**src/rtl/alu_arbiter.sv**
```systemverilog
// Round-robin front end sharing one combinational ALU between two requesters.
// Operands are registered into the ALU, the result is registered out of it.
module alu_arbiter #(
  parameter int DATA_WIDTH = 32
) (
  input  logic                  clk,
  input  logic                  rst_n,
  input  logic                  req0_valid,
  output logic                  req0_ready,
  input  logic [DATA_WIDTH-1:0] req0_op1,
  input  logic [DATA_WIDTH-1:0] req0_op2,
  input  logic [4:0]            req0_ctrl,
  input  logic                  req1_valid,
  output logic                  req1_ready,
  input  logic [DATA_WIDTH-1:0] req1_op1,
  input  logic [DATA_WIDTH-1:0] req1_op2,
  input  logic [4:0]            req1_ctrl,
  output logic [DATA_WIDTH-1:0] alu_op1,
  output logic [DATA_WIDTH-1:0] alu_op2,
  output logic [4:0]            alu_ctrl,
  input  logic [DATA_WIDTH-1:0] alu_out,
  input  logic                  alu_eq,
  output logic                  rsp0_valid,
  input  logic                  rsp0_ready,
  output logic [DATA_WIDTH-1:0] rsp0_data,
  output logic                  rsp0_eq,
  output logic                  rsp1_valid,
  input  logic                  rsp1_ready,
  output logic [DATA_WIDTH-1:0] rsp1_data,
  output logic                  rsp1_eq
);

  localparam logic [1:0] IDLE = 2'd0;
  localparam logic [1:0] EXEC = 2'd1;
  localparam logic [1:0] RESP = 2'd2;

  logic [1:0]            state_r;
  logic                  prio_r;
  logic                  grant_r;
  logic [DATA_WIDTH-1:0] op1_r;
  logic [DATA_WIDTH-1:0] op2_r;
  logic [4:0]            ctrl_r;
  logic [DATA_WIDTH-1:0] res_r;
  logic                  eq_r;
  logic                  rsp0_valid_r;
  logic                  rsp1_valid_r;

  logic any_s;
  logic win_s;
  logic req0_ready_s;
  logic req1_ready_s;
  logic rsp_hs_s;

  // Arbitration, accept handshake and response handshake decode
  always_comb begin
    any_s = req0_valid | req1_valid;
    if (req0_valid && req1_valid) begin
      win_s = prio_r;
    end else if (req1_valid) begin
      win_s = 1'b1;
    end else begin
      win_s = 1'b0;
    end
    // rst_n gating keeps ready low while reset is held, even with IDLE decoded
    if ((state_r == IDLE) && rst_n) begin
      req0_ready_s = req0_valid & ~win_s;
      req1_ready_s = req1_valid & win_s;
    end else begin
      req0_ready_s = 1'b0;
      req1_ready_s = 1'b0;
    end
    if (grant_r) begin
      rsp_hs_s = rsp1_valid_r & rsp1_ready;
    end else begin
      rsp_hs_s = rsp0_valid_r & rsp0_ready;
    end
  end

  // Control FSM with operand, result and response-valid registers
  always_ff @(posedge clk or negedge rst_n) begin
    if (!rst_n) begin
      state_r      <= IDLE;
      prio_r       <= 1'b0;
      grant_r      <= 1'b0;
      op1_r        <= {DATA_WIDTH{1'b0}};
      op2_r        <= {DATA_WIDTH{1'b0}};
      ctrl_r       <= 5'd0;
      res_r        <= {DATA_WIDTH{1'b0}};
      eq_r         <= 1'b0;
      rsp0_valid_r <= 1'b0;
      rsp1_valid_r <= 1'b0;
    end else begin
      case (state_r)
        IDLE: begin
          if (any_s) begin
            grant_r <= win_s;
            op1_r   <= win_s ? req1_op1  : req0_op1;
            op2_r   <= win_s ? req1_op2  : req0_op2;
            ctrl_r  <= win_s ? req1_ctrl : req0_ctrl;
            state_r <= EXEC;
          end else begin
            state_r <= IDLE;
          end
        end
        EXEC: begin
          res_r        <= alu_out;
          eq_r         <= alu_eq;
          rsp0_valid_r <= ~grant_r;
          rsp1_valid_r <= grant_r;
          state_r      <= RESP;
        end
        RESP: begin
          if (rsp_hs_s) begin
            rsp0_valid_r <= 1'b0;
            rsp1_valid_r <= 1'b0;
            prio_r       <= ~grant_r;
            state_r      <= IDLE;
          end else begin
            state_r <= RESP;
          end
        end
        default: begin
          rsp0_valid_r <= 1'b0;
          rsp1_valid_r <= 1'b0;
          state_r      <= IDLE;
        end
      endcase
    end
  end

  assign req0_ready = req0_ready_s;
  assign req1_ready = req1_ready_s;
  assign alu_op1    = op1_r;
  assign alu_op2    = op2_r;
  assign alu_ctrl   = ctrl_r;
  assign rsp0_valid = rsp0_valid_r;
  assign rsp1_valid = rsp1_valid_r;
  assign rsp0_data  = res_r;
  assign rsp1_data  = res_r;
  assign rsp0_eq    = eq_r;
  assign rsp1_eq    = eq_r;

endmodule

```
**config.mk**
```make
export PLATFORM = sky130hd
export DESIGN_NAME = alu_arbiter
export DESIGN_NICKNAME = d
export VERILOG_FILES = /design/src/rtl/alu_arbiter.sv
export SDC_FILE = /design/constraint.sdc
export NUM_CORES = 1
export LEC_CHECK = 0
export CORE_AREA = 3 3 124 126
export CTS_BUF_LIST = sky130_fd_sc_hd__clkbuf_16
export DETAILED_ROUTE_END_ITERATION = 16
export DIE_AREA = 0 0 127 129
export PLACE_DENSITY = 0.81
export SYNTH_ARGS = -nofsm -noshare
export SYNTH_HDL_FRONTEND = slang
export SYNTH_SLANG_ARGS = --single-unit
```
**constraint.sdc**
```tcl
create_clock -name clk -period 3.6 [get_ports clk]
set_input_delay 0.36 -clock clk [delete_from_list [all_inputs] [get_ports clk]]
set_output_delay 0.36 -clock clk [all_outputs]
set_load 0.01 [all_outputs]
```
==> impl_results.md, run 1 <==
- Outcome: complete, no violations
- CTS tree: done
- Clk_skew: 5.51 ps
- Initial DRC Count: 349
- Worst Max-Slew Pin Slew: 1050 ps
- Fin. max-slew vios: 0
- Filler instances: 1151
- Period minus WS final: 2420 ps
- Final hold vios: 0
- PostCTS Resize Cnt: 0
- Num CTS Buffers: 9
- Core footprint: 14400 sq um
- Gpl congestion: 0.876
- Vias in the first global route: 5434
- Switch share: 0.381
- Final Cycle Share: 0.673
- Postcts setup bufs: 0
- Clock power share: 0.124
- Reg power frac: 0.315
- Starting Density: 0.394
- Synth Net Count: 713
- Power Density: 820 nW/um^2
- Design internal power: 4.51 mW
- TritonRoute pass-1 iters: 5
- Layout Cells excl Fill: 972
- Die W: 127 um
- Ports: 316
- Hold Path Class: in2async
- # rows: 44
- Setup violators final: 0
- Setup TNS: 0 ps
- Routed wire per std cell: 19.6 um
- Chip height: 129 um
- Synth-to-Final Area Change: 56.4%
- Comb pwr share: 0.561
- Avg Vias per Cell: 5.53
- MaxCap Viol Count: 0
- Die area: 16400 sq um
- Syn_area_per_cell: 10.6 sq um
- Initial antenna violation count: 0
- Placed insts: 955
- Global-route wire length before repair: 29000 um
- CTS max path bufs: 2
- CP Max Fanout: 28
- Yosys top cell by area: dfrtp_1
- Leakage power: 3.28 nW
- Clk Latency, worst-skew pair: 340 ps
- P_sw: 2.78 mW
- Post-Syn Area: 5680 sq um
- Critical setup path kind: in2out
- CTS H-tree depth: 3
- Critical Path AT: 2060 ps
- Grt total ovfl: 0
- Layout cell share with drive strength beyond 1: 0.127
- Yosys cell types: 26
- Reg2reg end: alu_op2[6]$_DFFE_PN0P_
- Crit end category: output port
- Synth warn: 0
- R2r startpoint: state_r[0]$_DFF_PN0_
- Worst Setup Start Kind: primary input
- Top cell type's share of synthesized area: 0.476
- Cells after Synth: 536
- All-Layer GR Usage: 0.224
- Detail Route Antenna Nets: 0
- Max frequency: 413 MHz
- Nets: 960
- Largest net degree at the start of global routing: 84
- Clk slew on worst S/H paths: 70 ps
- Clock sinks: 108
- Maximum vdd drop: 0.378 mV
- Clk root buf: clkbuf_16
- DR vias: 5374
- Worst Reg-to-Reg Cells: 4
- DRT Wirelength: 19000 um
- CP Data Required Time: 3240 ps
- IO Port Bufs: 315
- R2r setup slk: 1430 ps
- Largest cells by area after synthesis: dfrtp_1 48%, a31oi_2 15%, mux2_1 6.5%, nand3_1 6.3%, a21oi_1 6.2%
- Number of diodes: 0
- Slew HR: 0.297
- Post-DP HPWL: 13700 um
- Seq cells post-synth: 108
- DRC: 0
- Sequential area share after synthesis: 0.476
- RSZ-0062 raised after global routing: no
-- registers in the layout (all words and copies together), names as in the netlist --
name        cells
alu_op2        32
grant_r         1
state_r         2
alu_ctrl        5
alu_op1        32
rsp1_valid      1
rsp0_valid      1
rsp0_data      32
prio_r          1
rsp0_eq         1
-- layer usage --
metal  track usage  up-vias  wire length, um
met3        0.0581       44             1680
li1              -     2427                -
met5             0        -                0
met4        0.0883        0              551
met2         0.398      300             9790
met1         0.258     2603             7020
-- cells by family (layout without fill, tap and decap cells) --
kind of cell	count (synthesis)	count (layout)	synth area share
AO/OA/AOI/OAI	214	214	0.280
buffers and inverters	92	344	0.0967
flip-flops	108	108	0.476
multiplexers	34	34	0.0672
AND/OR/NAND/NOR	88	88	0.0802
-- metrics by stage --
stage | setup slack [ps] | hold slack [ps] | total power, mW | util | area [sq um]
after detailed placement | 1250 | 322 | 6.45 | 0.597 | 8610
final | 1180 | 487 | 7.29 | 0.616 | 8880
after CTS | 1120 | 499 | 7.36 | 0.616 | 8880
after global routing | 1090 | 503 | 7.71 | 0.616 | 8880
after global placement | 1290 | 315 | 6.32 | 0.597 | 8610
after floorplan | 2020 | 64.4 | 4.49 | - | 5680
-- synthesized netlist by cell type --
cell type and count:
dfrtp_1 108, nand3_1 72, a21oi_1 70, a31oi_2 69, o21ai_0 69, clkbuf_1 40
buf_4 34, mux2_1 33, buf_6 9, buf_2 7, o21ai_1 5, nand2b_1 4
nand2_1 2, nor2_1 2, and2_1 1, and2b_1 1, and3_1 1, inv_1 1
inv_2 1, mux2i_1 1, nand3b_1 1, nand4b_1 1, nor2_2 1, nor2b_1 1
o2bb2ai_1 1, or2_1 1
-- critical path, stage by stage --
cell,delay [ps]
dlygate4sd3_1,530
buf_4,340
nand3_1,130
nor2_1,110
clkdlybuf4s50_1,570
-- how the worst max path moves through the flow --
stage,to,from
floorplan,req0_ready,state_r[0]$_DFF_PN0_
global placement,req1_ready,req0_valid
detailed placement,alu_op2[6]$_DFFE_PN0P_,req1_valid
CTS,req0_ready,rst_n
global route,req0_ready,rst_n
finish,req0_ready,rst_n
-- power groups by stage --
stage / clock, mW / sequential [mW] / combinational [mW]
after global routing: 0.972 / 2.37 / 4.36
final: 0.901 / 2.30 / 4.09
after global placement: 0 / 2.28 / 4.04
after detailed placement: 0 / 2.31 / 4.14
after floorplan: 0 / 2.50 / 1.99
after CTS: 0.919 / 2.30 / 4.14
-- placed cells by master, fill, tap and decap left out, drive strengths merged, types with 2 or more instances in the layout --
cell and count:
nand3 72, buf 12, clkdlybuf4s50 313, nand2 2
clkinv 6, nor2 3, a21oi 70, inv 3
dfrtp 108, mux2 33, o21ai 74, nand2b 4
clkbuf 9, a31oi 69
-- area by class of cell --
| cell class | count | area, sq um | share of cell area |
|---|---|---|---|
| repair buffers | 326 | 3240 | 0.365 |
| flip-flops and latches | 108 | 2700 | 0.304 |
| multi-input cells | 336 | 2440 | 0.275 |
| well taps | 184 | 230 | 0.0259 |
| clock buffers | 9 | 225 | 0.0253 |
| clock inverters | 7 | 35.0 | 0.00394 |
| inverters | 2 | 7.51 | 0.000845 |
-- timing repair --
item	in CTS	in global routing
endpoints found under the hold margin	25	0
hold buffers	1	0
setup endpoints to repair	0	0
(Power assumes the default switching activity.)
==> run 2: changes to the inputs <==
CORE_AREA = 3 3 132 134   (was 3 3 124 126)
DIE_AREA = 0 0 135 137   (was 0 0 127 129)
PLACE_DENSITY = 0.76   (was 0.81)
clock period = 2.1 ns   (was 3.6 ns; I/O delays follow)
==> run 2 against run 1 <==
Net effect: combinational power grew 77%; register-to-register slack lost 1000 ps; cell count grew 4.8%; critical path depth shrank 1; count of clock-buffer cells in the layout is the same; global-route usage shrank 2.2 points; non-clock buffer count grew 11; power grew 77%; via count shrank 1.9%; critical endpoint unchanged.
==> impl_results.md, run 2 (synthesized netlist as in run 1, its figures left out) <==
- DRT Wirelength: 19300 um
- Gpl congestion: 0.771
- Total Power: 12.9 mW
- Worst Max-Slew Pin Slew: 1060 ps
- Detail Route Antenna Nets: 0
- R2r setup slk: 410 ps
- Cell family with most CP delay: buffers and inverters
- Avg Vias per Cell: 5.17
- Placed insts: 999
- Clk Latency, worst-skew pair: 350 ps
- Period minus WS final: 2000 ps
- Grt total ovfl: 0
- TritonRoute pass-1 iters: 4
- Initial DRC Count: 276
- Die W: 135 um
- Critical setup path kind: reg2out
- Commonest non-fill, non-tap cell in the layout: clkdlybuf4s50_1
- Core footprint: 16400 sq um
- Worst Setup Start Kind: flip-flop
- Clk slew on worst S/H paths: 70 ps
- Area of the multi-input gates: 2440 sq um
- CTS H-tree depth: 3
- Slowest cell on crit path: clkdlybuf4s50_1
- Crit path buffers/inverters: 1
- Nets: 971
- Number of diodes: 0
- # rows: 47
- Critical Path AT: 1790 ps
- Ports: 316
- Final hold vios: 0
- CTS tree: done
- Chip height: 137 um
- Layout cell share with drive strength beyond 1: 0.140
- CP Data Required Time: 1890 ps
- Die area: 18500 sq um
- Crit-path cells: nor2_4 -> nand3_1 -> nor2_1 -> clkdlybuf4s50_1
- Max frequency: 500 MHz
- Crit end category: output port
- R2r startpoint: prio_r$_DFFE_PN0P_
- Slew HR: 0.296
- Post-DP HPWL: 13700 um
- Vias in the first global route: 5345
- Critical Path Source: state_r[0]$_DFF_PN0_
- Synth-to-Final Area Change: 60.3%
- Setup TNS: 0 ps
- Largest net degree at the start of global routing: 81
- Filler instances: 1428
- Setup violators final: 0
- Num CTS Buffers: 9
- Hold slack: 327 ps
- Leakage power: 3.39 nW
- All-Layer GR Usage: 0.202
- CTS max path bufs: 2
- Max incr delay on CP: 590 ps
- Global-route wire length before repair: 29200 um
- Layout Cells excl Fill: 1019
- Most frequent cells in the layout: 312 x clkdlybuf4s50_1, 108 x dfrtp_1, 72 x nand3_1, 70 x a21oi_1
- DRC: 0
- Hold Path Class: in2reg
- Min-delay src: req1_valid
- Maximum vdd drop: 0.657 mV
- MaxCap Viol Count: 0
- Routed wire per std cell: 19.0 um
- Reg area: 2700 sq um
- Outcome: complete, no violations
- Final Cycle Share: 0.952
- IO Port Bufs: 315
- Initial antenna violation count: 0
- Fin. max-slew vios: 0
- Clock sinks: 108
- DR vias: 5272
- Clk root buf: clkbuf_16
- Power Density: 1420 nW/um^2
- CP Max Fanout: 7
- Starting Density: 0.346
- Clk_skew: 10.7 ps
## run 2: worst paths after layout
check / to / depth (start not counted)
worst max-delay path: req0_ready / 4
worst min-delay path: alu_op1[1]$_DFFE_PN0P_ / 3
worst max register to register: alu_op1[25]$_DFFE_PN0P_ / 4
worst min register to register: rsp0_data[24]$_DFFE_PN0N_ / 1
max in group asynchronous: alu_op2[21]$_DFFE_PN0P_ / 3
min in group asynchronous: rsp0_data[23]$_DFFE_PN0N_ / 3
## run 2: final cells by class
class,instances,share of cell area
multi-input cells,336,0.268
clock inverters,7,0.00989
repair buffers,337,0.370
clock buffers,9,0.0247
well taps,220,0.0302
flip-flops and latches,108,0.297
inverters,2,0.000824
## run 2: report_power, final
| part | total [mW] | switching, mW | internal (mW) |
|---|---|---|---|
| clock | 1.83 | 0.790 | 1.04 |
| combinational | 7.24 | 3.29 | 3.95 |
| sequential | 3.85 | 0.693 | 3.16 |
## run 2: per-stage QoR
step / utilization / cell area (sq um) / worst slack (ps)
floorplan: - / 5680 / 671
detailed placement: 0.534 / 8760 / 122
global route: 0.555 / 9110 / -14.5
CTS: 0.554 / 9080 / 23.4
finish: 0.555 / 9110 / 99.9
global placement: 0.534 / 8760 / 148
## run 2: per-layer routing
metal / share of wire / GRT usage / vias up
met5: 0 / 0 / -
met4: 0.024 / 0.0728 / 0
met3: 0.10 / 0.0743 / 27
met2: 0.50 / 0.357 / 240
met1: 0.38 / 0.224 / 2544
li1: - / - / 2461
## run 2: timing repair
item                                   in CTS  in global routing
hold buffers                                1                  0
gates resized for setup                     0                  1
buffers inserted                            0                  3
endpoints found under the hold margin      28                  0
setup endpoints to repair                   0                  2
## run 2: worst reg2reg max path, stage by stage, from the launching register on
cell     delay [ps]
dfrtp_1         400
and2b_2         220
buf_4           500
o21ai_0         290
a31oi_2         210
